**src/rtl/dot_matrix_drv_if.sv**
```systemverilog
// Upstream column-scan bus between the character scanner and the LED panel driver.
//   scan_en : one-cycle strobe, column data valid
//   col_in  : column index 0..15
//   row_in  : row pattern for that column, 1 = LED on
//   bright  : brightness level 0..7, sampled with scan_en
// master = scanner side (drives), slave = panel driver side (receives).
interface dot_matrix_drv_if;
  logic        scan_en;
  logic [3:0]  col_in;
  logic [15:0] row_in;
  logic [2:0]  bright;

  modport master (output scan_en, col_in, row_in, bright);
  modport slave  (input  scan_en, col_in, row_in, bright);
endinterface

```
**src/rtl/dot_matrix_drv.sv**
```systemverilog
// Dot-matrix LED panel column driver.
// Takes one column at a time from the upstream scanner and drives it onto the
// panel after a fixed blanking gap. Brightness is set by a 3-bit PWM on the
// row lines. A column left without a new strobe for TIMEOUT cycles is switched
// off.
// Ports:
//   clk, reset     : clock, asynchronous active-low reset
//   scan           : upstream column bus (slave side)
//   col_sel[15:0]  : active-low one-hot column select
//   row_out[15:0]  : active-high row drive
//   blank          : high while the panel is not driven
//   frame_tick     : one-cycle pulse when column 15 starts being driven
module dot_matrix_drv #(
  parameter int unsigned BLANK_CYC = 4,
  parameter int unsigned TIMEOUT   = 1024
) (
  input  logic               clk,
  input  logic               reset,
  dot_matrix_drv_if.slave    scan,
  output logic [15:0]        col_sel,
  output logic [15:0]        row_out,
  output logic               blank,
  output logic               frame_tick
);

  localparam int unsigned COL_W = 4;
  localparam int unsigned ROW_W = 16;
  localparam int unsigned BRT_W = 3;
  localparam int unsigned BLK_W = 4;
  localparam int unsigned TMO_W = 16;

  typedef enum logic [1:0] {
    IDLE  = 2'd0,
    BLANK = 2'd1,
    DRIVE = 2'd2
  } state_t;

  state_t             state;
  logic [COL_W-1:0]   col_q;
  logic [ROW_W-1:0]   row_q;
  logic [BRT_W-1:0]   bright_q;
  logic [BLK_W-1:0]   blank_cnt;
  logic [BRT_W-1:0]   pwm_cnt;
  logic [TMO_W-1:0]   tmo_cnt;

  // Column select for the latched column, and the PWM phase of the next cycle.
  logic [ROW_W-1:0]   col_drive;
  logic [BRT_W-1:0]   pwm_next;

  assign col_drive = ~(ROW_W'(1) << col_q);
  assign pwm_next  = pwm_cnt + BRT_W'(1);

  // Outputs are computed for the state being entered, so they line up with it.
  always_ff @(posedge clk or negedge reset) begin
    if (!reset) begin
      state      <= IDLE;
      col_q      <= '0;
      row_q      <= '0;
      bright_q   <= '0;
      blank_cnt  <= '0;
      pwm_cnt    <= '0;
      tmo_cnt    <= '0;
      col_sel    <= '1;
      row_out    <= '0;
      blank      <= 1'b1;
      frame_tick <= 1'b0;
    end else if (scan.scan_en) begin
      // A new column wins over every expiry and restarts the blanking gap.
      state      <= BLANK;
      col_q      <= scan.col_in;
      row_q      <= scan.row_in;
      bright_q   <= scan.bright;
      blank_cnt  <= BLK_W'(BLANK_CYC);
      pwm_cnt    <= '0;
      tmo_cnt    <= '0;
      col_sel    <= '1;
      row_out    <= '0;
      blank      <= 1'b1;
      frame_tick <= 1'b0;
    end else begin
      frame_tick <= 1'b0;
      case (state)
        IDLE: begin
          col_sel <= '1;
          row_out <= '0;
          blank   <= 1'b1;
        end
        BLANK: begin
          if (blank_cnt == BLK_W'(1)) begin
            // Last blank cycle: enter DRIVE at PWM phase 0, which always lights.
            state      <= DRIVE;
            pwm_cnt    <= '0;
            tmo_cnt    <= '0;
            col_sel    <= col_drive;
            row_out    <= row_q;
            blank      <= 1'b0;
            frame_tick <= (col_q == COL_W'(15));
          end else begin
            blank_cnt <= blank_cnt - BLK_W'(1);
            col_sel   <= '1;
            row_out   <= '0;
            blank     <= 1'b1;
          end
        end
        DRIVE: begin
          if (tmo_cnt == TMO_W'(TIMEOUT - 1)) begin
            state   <= IDLE;
            col_sel <= '1;
            row_out <= '0;
            blank   <= 1'b1;
          end else begin
            tmo_cnt <= tmo_cnt + TMO_W'(1);
            pwm_cnt <= pwm_next;
            col_sel <= col_drive;
            row_out <= (pwm_next <= bright_q) ? row_q : '0;
            blank   <= 1'b0;
          end
        end
        default: begin
          state   <= IDLE;
          col_sel <= '1;
          row_out <= '0;
          blank   <= 1'b1;
        end
      endcase
    end
  end

endmodule

```
**src/flat_wrapper.sv**
```systemverilog
// flat-port wrapper written by rule: the top's interface ports become plain ports
module dot_matrix_drv_flat 
#(
  parameter int unsigned BLANK_CYC = 4,
  parameter int unsigned TIMEOUT   = 1024
)
  (clk, reset, col_sel, row_out, blank, frame_tick, scan_scan_en, scan_col_in, scan_row_in, scan_bright);
  dot_matrix_drv_if scan_i ();
  input  logic clk;
  input  logic reset;
  output logic [15:0] col_sel;
  output logic [15:0] row_out;
  output logic blank;
  output logic frame_tick;
  input wire logic [$bits(scan_i.scan_en)-1:0] scan_scan_en;
  input wire logic [$bits(scan_i.col_in)-1:0] scan_col_in;
  input wire logic [$bits(scan_i.row_in)-1:0] scan_row_in;
  input wire logic [$bits(scan_i.bright)-1:0] scan_bright;
  assign scan_i.scan_en = scan_scan_en;
  assign scan_i.col_in = scan_col_in;
  assign scan_i.row_in = scan_row_in;
  assign scan_i.bright = scan_bright;
  dot_matrix_drv #(.BLANK_CYC(BLANK_CYC), .TIMEOUT(TIMEOUT)) u_core (.clk(clk), .reset(reset), .scan(scan_i), .col_sel(col_sel), .row_out(row_out), .blank(blank), .frame_tick(frame_tick));
endmodule
```
**config.mk**
```make
export PLATFORM = sky130hd
export DESIGN_NAME = dot_matrix_drv_flat
export DESIGN_NICKNAME = d
export VERILOG_FILES = /design/src/rtl/dot_matrix_drv_if.sv /design/src/rtl/dot_matrix_drv.sv /design/src/flat_wrapper.sv
export SDC_FILE = /design/constraint.sdc
export NUM_CORES = 1
export LEC_CHECK = 0
export BUFFER_PORTS_ARGS = -buffer_cell sky130_fd_sc_hd__buf_2
export CORE_ASPECT_RATIO = 1.1
export CORE_MARGIN = 1.5
export CORE_UTILIZATION = 30
export CTS_CLUSTER_DIAMETER = 100
export DETAILED_ROUTE_END_ITERATION = 10
export SLEW_MARGIN = 20
export SYNTH_ARGS = -nofsm -noshare
export SYNTH_HDL_FRONTEND = slang
export SYNTH_SLANG_ARGS = --single-unit
```
**constraint.sdc**
```tcl
create_clock -name clk -period 2.9 [get_ports clk]
set_input_delay 0.29 -clock clk [delete_from_list [all_inputs] [get_ports clk]]
set_output_delay 0.29 -clock clk [all_outputs]
set_load 0.02 [all_outputs]
```
---- Word-level counts from Yosys, hierarchy flattened ----
Cells that the tools add are included.
cells by class
  add/subtract/negate cells ............... 3
  $mul .................................... 0
  div/mod/pow operators ................... 0
  $lt $le $gt $ge ......................... 1
  equality and inequality tests ........... 10
  shift-type cells ........................ 1
  muxes and demuxes ....................... 31
  bitwise operators ....................... 1
  reductions and logical operators ........ 6
operators by type and width
  cell                     number
  $mux W16                 10
  $pmux W16 S2             3
  $add A16 B1 Y16 const B  1
  $eq A16 B10 Y1 const B   1
  $not A16 Y16             1
  $shl A1 B4 Y16 const A   1
  $mux W4                  3
  $mux W3                  3
  $mux W1                  6
  $mux W2                  3
  $ne A3 B2 Y1 const B     2
  $pmux W2 S3              1
  $pmux W3 S2              1
  $reduce_and A3 Y1        2
  $eq A4 B1 Y1 const B     1
  $eq A4 B4 Y1 const B     1
  $ne A2 B2 Y1 const B     2
  $sub A4 B1 Y4 const B    1
  $add A3 B1 Y3 const B    1
  $le A3 B3 Y1             1
  $ne A3 B3 Y1 const B     1
  $reduce_bool A3 Y1       1
  $eq A2 B1 Y1 const B     1
  $eq A2 B2 Y1 const B     1
  4 further kinds          4
storage, ports and cells
  flip-flop bits (word level) ............. 82
  bits in latches ......................... 0
  bits in writable memories ............... 0
  memory bits (read-only) ................. 0
  input port bits ......................... 26
  output and inout bits ................... 34
  logic and storage cells ................. 64
  memories kept ........................... 0

---- Depth between registers and ports, before layout ----
  word-level depth ........................ 6
  depth in mapped cells ................... 9
  depth with buffers taken out ............ 7

---- Least setup slack after synthesis ----
OpenSTA, ideal clock, no wires.
  path type ............................... register -> register
  from .................................... register u_core.pwm_cnt[0]
  to ...................................... register u_core.row_out[10]
  setup time .............................. 71 ps
  arrival ................................. 1,933 ps
  required time ........................... 2,829 ps
  slack ................................... 896 ps
  cell stages (with the launch flop) ...... 9
  buffers on the path ..................... 1
  clock period less this slack ............ 2,004 ps
  path through ............................ dfrtp_1 -> ha_1 -> ha_1 -> nor2b_1 -> o21a_1 -> o21ai_0 -> a31oi_4 -> buf_2 -> nor2_1
on the way
  word-level cells in the longest chain between the ends .. 6
ends and longest elaborated chain
  element                   RTL line               text
  start: declaration        dot_matrix_drv.sv:43   logic [BRT_W-1:0] pwm_cnt;
  start signal: assignment  dot_matrix_drv.sv:113  pwm_cnt <= pwm_next;
  $add A3 B1 Y3             dot_matrix_drv.sv:51   assign pwm_next = pwm_cnt + BRT_W'(1);
  $le A3 B3 Y1              dot_matrix_drv.sv:115  row_out <= (pwm_next <= bright_q) ? row_q : '0;
  $mux W16                  dot_matrix_drv.sv:115
  $mux W16                  dot_matrix_drv.sv:106  if (tmo_cnt == TMO_W'(TIMEOUT - 1)) begin
  $pmux W16 S2              dot_matrix_drv.sv:82   case (state)
  $mux W16                  dot_matrix_drv.sv:67   end else if (scan.scan_en) begin
  end signal: assignment    dot_matrix_drv.sv:95   row_out <= row_q;
  end signal: assignment    dot_matrix_drv.sv:115
  end: declaration          dot_matrix_drv.sv:21   output logic [15:0] row_out,
Every way passes these cells.
A chain may end at the register's enable or synchronous reset.

---- Worst setup path in the final report ----
  from .................................... register u_core.state[0]
  to ...................................... register u_core.tmo_cnt[14]
on the way
  word-level cells in the longest chain between the ends .. 3
  elaborated cells between the ends (all ways) .. 8
  those cells by class .................... eq/ne: 4; mux: 2; reduce/logical: 2
ends and longest elaborated chain
  element                                                         RTL line               text
  start: declaration                                              dot_matrix_drv.sv:38   state_t state;
  start signal: assignment                                        dot_matrix_drv.sv:56   state <= IDLE;
  start signal: assignment                                        dot_matrix_drv.sv:69   state <= BLANK;
  start signal: assignment                                        dot_matrix_drv.sv:91   state <= DRIVE;
  $eq A2 B2 Y1 / $eq A2 B1 Y1 (equally long branches)             dot_matrix_drv.sv:82
  $ne A3 B3 Y1 (no line), or another cell as far along            n/a
  $reduce_and A3 Y1 (no line) / $mux W16 (equally long branches)  n/a
  end signal: assignment                                          dot_matrix_drv.sv:112  tmo_cnt <= tmo_cnt + TMO_W'(1);
  end: declaration                                                dot_matrix_drv.sv:44   logic [TMO_W-1:0] tmo_cnt;
Parallel ways exist; a longest one is shown, timed or not.

==> flow_summary.html <==
<table>
<tr><th>Metric</th><th>Value</th></tr>
<tr><th colspan="2">Global route</th></tr>
<tr><td>Global-route total usage across every layer</td><td>12.3%</td></tr>
<tr><td>Antenna violations before repair</td><td>0</td></tr>
<tr><td>Wire length of the first global-routing pass</td><td>12.4 mm</td></tr>
<tr><td>Vias in the first global route</td><td>2593</td></tr>
<tr><td>Pin count of the biggest net entering global routing</td><td>83</td></tr>
<tr><td>Final global-route overflow total</td><td>0</td></tr>
<tr><th colspan="2">Setup path</th></tr>
<tr><td>Type of the worst setup path</td><td>reg -&gt; reg</td></tr>
<tr><td>Data arrival at the endpoint of the critical path</td><td>2.50 ns</td></tr>
<tr><td>Reg2Reg Depth</td><td>7</td></tr>
<tr><td>Critical-path cell with the highest stage delay</td><td>sky130_fd_sc_hd__or4_1</td></tr>
<tr><td>CP endpoint kind</td><td>flop</td></tr>
<tr><td>Crit path buffers/inverters</td><td>1</td></tr>
<tr><td>Slowest Stage Delay on Critical Path</td><td>0.42 ns</td></tr>
<tr><td>Kind of cell adding the most delay to the critical path</td><td>simple AND/OR/NAND/NOR gates</td></tr>
<tr><td>Maximum fanout along the worst path</td><td>9</td></tr>
<tr><td>Startpoint type of the worst setup path</td><td>flop</td></tr>
<tr><td>Required time of the critical path</td><td>3.17 ns</td></tr>
<tr><td>Stages on the worst setup path</td><td>7</td></tr>
<tr><td>Ordered cell list for the critical path</td><td>inv_1, ha_1, nand2b_1, a21oi_4, nand3_2, or4_1, nand3_1</td></tr>
<tr><th colspan="2">STA</th></tr>
<tr><td>Unrepaired setup endpoints after global routing</td><td>false</td></tr>
<tr><td>Final-layout setup total negative slack</td><td>0 ns</td></tr>
<tr><td>Number of failing hold endpoints at the final stage</td><td>1</td></tr>
<tr><td>Worst Clk Skew</td><td>0.00795 ns</td></tr>
<tr><td>Setup violation total in the final timing report</td><td>0</td></tr>
<tr><td>Max transition margin</td><td>50.7%</td></tr>
<tr><td>Hold_ws</td><td>-0.00107 ns</td></tr>
<tr><td>Top achievable clock speed</td><td>0.449 GHz</td></tr>
<tr><td>Clock period minus final worst setup slack</td><td>2.23 ns</td></tr>
<tr><td>Measured slew at the worst slew-check pin</td><td>0.737 ns</td></tr>
<tr><td>Total count of max-transition violations in the final report</td><td>0</td></tr>
<tr><td>Fraction of the cycle the final worst path needs</td><td>76.9%</td></tr>
<tr><th colspan="2">Route</th></tr>
<tr><td>Antenna-violating nets left</td><td>0</td></tr>
<tr><td>Via count</td><td>2663</td></tr>
<tr><td>Final wirelength</td><td>7.33 mm</td></tr>
<tr><td>DRT Pass-1 Iters</td><td>4</td></tr>
<tr><td>DRC</td><td>0</td></tr>
<tr><td>DRC marker count from the first detailed-route iteration</td><td>152</td></tr>
<tr><td>Wire per inst</td><td>13.3 µm</td></tr>
<tr><td>Post-DR vias/cell</td><td>4.83</td></tr>
<tr><th colspan="2">Clock network</th></tr>
<tr><td>CTS tree</td><td>done</td></tr>
<tr><td>Worst-Skew Late Latency</td><td>0.34 ns</td></tr>
<tr><td>H-tree depth</td><td>3</td></tr>
<tr><td>Number of buffers added for setup after CTS</td><td>0</td></tr>
<tr><td>Number of buffers inserted during clock tree synthesis</td><td>9</td></tr>
<tr><td>Root Buffer</td><td>sky130_fd_sc_hd__clkbuf_16</td></tr>
<tr><td>Total number of clock tree sinks</td><td>82</td></tr>
<tr><td>Post-CTS Hold Fix Bufs</td><td>0</td></tr>
<tr><td>Buffer levels on the longest clock path</td><td>2</td></tr>
<tr><td>Post-cts repair resize count</td><td>0</td></tr>
<tr><td>Clk pin slew, worst setup/hold paths</td><td>0.06 ns</td></tr>
<tr><th colspan="2">Final layout</th></tr>
<tr><td>Syn-to-layout area delta</td><td>20.1%</td></tr>
<tr><td>Post-layout utilization of the core</td><td>36.9%</td></tr>
<tr><td>Post-layout instance count excluding filler cells</td><td>551</td></tr>
<tr><td>Ratio of cells with drive above 1 in the final layout</td><td>32.0%</td></tr>
<tr><td>Layout Nets</td><td>428</td></tr>
<tr><td>Antenna diodes</td><td>0</td></tr>
<tr><td>Most common cell after layout, fill and taps aside</td><td>sky130_fd_sc_hd__dfrtp_1</td></tr>
<tr><td>Commonest cells after routing, fill and taps aside</td><td>sky130_fd_sc_hd__dfrtp_1 (65), sky130_fd_sc_hd__buf_2 (58), sky130_fd_sc_hd__nand2_1 (35)</td></tr>
<tr><th colspan="2">Die</th></tr>
<tr><td>Die Wd</td><td>109 µm</td></tr>
<tr><td>Die area</td><td>12900 µm²</td></tr>
<tr><td>Number of ports placed on the die boundary</td><td>60</td></tr>
<tr><td>Vertical extent of the die</td><td>119 µm</td></tr>
<tr><td>Cell row count</td><td>42</td></tr>
<tr><td>Starting density of the core</td><td>30.7%</td></tr>
<tr><td>Standard cell core area</td><td>12000 µm²</td></tr>
<tr><th colspan="2">Synthesis</th></tr>
<tr><td>Number of different library cells in the post-synthesis netlist</td><td>49</td></tr>
<tr><td>Netlist area before placement</td><td>3680 µm²</td></tr>
<tr><td>Syn nets</td><td>373</td></tr>
<tr><td>Count of yosys warnings during synthesis</td><td>0</td></tr>
<tr><td>Share of synthesized registers carrying an async set or reset</td><td>100%</td></tr>
<tr><td>Most used flip-flop cell after synthesis</td><td>sky130_fd_sc_hd__dfrtp_1</td></tr>
<tr><td>Synthesized netlist cell count</td><td>337</td></tr>
<tr><td>Synth Register Bits</td><td>82</td></tr>
<tr><td>Post-synth EDFFs</td><td>0</td></tr>
<tr><td>Post-Synthesis Mean Instance Area</td><td>10.9 µm²</td></tr>
<tr><td>Proportion of synthesized chip area in sequential cells</td><td>56.3%</td></tr>
<tr><th colspan="2">Place</th></tr>
<tr><td>Total instance count after detailed placement</td><td>535</td></tr>
<tr><td>HPWL Detailed</td><td>5.05 mm</td></tr>
<tr><td>GPL Wtd Cong</td><td>0.809</td></tr>
<tr><td>Port Buf Inserts</td><td>59</td></tr>
<tr><th colspan="2">Power</th></tr>
<tr><td>P_leak</td><td>1.97 nW</td></tr>
<tr><td>Worst supply voltage drop on vdd</td><td>336 µV</td></tr>
<tr><td>Power, Total</td><td>3.05 mW</td></tr>
<tr><td>P per Cell Area</td><td>689 nW/µm²</td></tr>
<tr><th colspan="2">Flow run</th></tr>
<tr><td>Max-cap violations</td><td>0</td></tr>
<tr><th colspan="2">Hold path</th></tr>
<tr><td>Min-delay worst type</td><td>in -&gt; async</td></tr>
<tr><th colspan="2">Run status</th></tr>
<tr><td>Violations in the final reports</td><td>hold timing</td></tr>
<tr><td>Result of the run</td><td>complete, but fails checks</td></tr>
</table>
==> state kept, by name (all words and copies together), names as in the netlist <==
register,count
u_core.col_sel,16
u_core.state,2
u_core.blank_cnt,4
u_core.tmo_cnt,16
u_core.frame_tick,1
u_core.blank,1
u_core.bright_q,3
u_core.row_q,16
u_core.col_q,4
u_core.pwm_cnt,3
u_core.row_out,16
==> kinds of logic after synthesis <==
group,count (synthesis),synth area share (%)
AND/OR/NAND/NOR,119,16.5
flip-flops,82,56.3
AO/OA/AOI/OAI,73,13.3
buffers and inverters,28,3.06
multiplexers,21,6.43
adder cells (fa/ha/maj),10,3.40
XOR/XNOR,4,0.952
==> layout make-up <==
type / count / area [µm²]
Clock inverter: 7 / 77.6
Sequential cell: 82 / 2070
Inverter: 11 / 41.3
Multi-Input combinational cell: 227 / 1490
Timing Repair Buffer: 61 / 317
Fill cell: 1181 / 7560
Clock buffer: 9 / 225
Tap cell: 154 / 193
==> through the flow <==
stage / setup slack, ns / area (µm²)
after global placement: 0.727 / 4110
after global routing: 0.508 / 4420
after CTS: 0.677 / 4420
final: 0.671 / 4420
after floorplan: 0.896 / 3680
after detailed placement: 0.683 / 4110
==> power breakdown <==
part / leakage [nW] / total [mW] / switching [mW] / internal, mW
clock: 0.140 / 1.14 / 0.467 / 0.672
combinational: 0.810 / 0.561 / 0.356 / 0.205
sequential: 1.02 / 1.35 / 0.0631 / 1.28
total: 1.97 / 3.05 / 0.886 / 2.16
==> cells in the mapped netlist, types with 2 or more instances <==
cell / count / share of area, %
sky130_fd_sc_hd__a21o_1: 6 / 1.2
sky130_fd_sc_hd__a21oi_1: 9 / 1.2
sky130_fd_sc_hd__a22o_1: 2 / 0.48
sky130_fd_sc_hd__a31oi_1: 5 / 0.85
sky130_fd_sc_hd__and4bb_2: 2 / 0.68
sky130_fd_sc_hd__buf_1: 3 / 0.31
sky130_fd_sc_hd__buf_2: 6 / 0.82
sky130_fd_sc_hd__clkbuf_1: 8 / 0.82
sky130_fd_sc_hd__dfrtp_1: 65 / 44
sky130_fd_sc_hd__dfstp_2: 17 / 12
sky130_fd_sc_hd__ha_1: 10 / 3.4
sky130_fd_sc_hd__inv_1: 11 / 1.1
sky130_fd_sc_hd__mux2_2: 21 / 6.4
sky130_fd_sc_hd__nand2_1: 35 / 3.6
sky130_fd_sc_hd__nand2b_1: 7 / 1.2
sky130_fd_sc_hd__nand3_1: 10 / 1.4
sky130_fd_sc_hd__nand4_1: 5 / 0.85
sky130_fd_sc_hd__nor2_1: 33 / 3.4
sky130_fd_sc_hd__nor2b_1: 4 / 0.68
sky130_fd_sc_hd__nor3_1: 9 / 1.2
sky130_fd_sc_hd__nor4_1: 4 / 0.68
sky130_fd_sc_hd__o21a_1: 2 / 0.41
sky130_fd_sc_hd__o21ai_0: 31 / 4.2
sky130_fd_sc_hd__o22a_1: 2 / 0.48
sky130_fd_sc_hd__o311ai_0: 2 / 0.48
sky130_fd_sc_hd__o31ai_1: 3 / 0.61
sky130_fd_sc_hd__xnor2_1: 3 / 0.71
==> path summary, 6_finish.rpt <==
kind	end	start	slack (ns)
setup / recovery	u_core.tmo_cnt[14]$_DFFE_PN0P_	u_core.state[0]$_DFFE_PN0P_	0.67
hold / removal	u_core.row_q[4]$_DFFE_PN0P_	reset	-0.001
setup reg to reg	u_core.tmo_cnt[14]$_DFFE_PN0P_	u_core.state[0]$_DFFE_PN0P_	0.67
hold reg to reg	u_core.row_out[0]$_DFF_PN0_	u_core.row_q[0]$_DFFE_PN0P_	0.49
max in group asynchronous	u_core.tmo_cnt[3]$_DFFE_PN0P_	reset	2.44
min in group clk	u_core.bright_q[1]$_DFFE_PN0P_	scan_bright[1]	0.16
==> metal layers <==
layer	share of wire, %	track usage [%]	vias up
li1	-	-	1294
met1	46	15.7	1278
met2	46	19.3	81
met3	5.6	3.28	10
met4	2.0	5.59	0
met5	0	0	-
(Power assumes the default switching activity.)
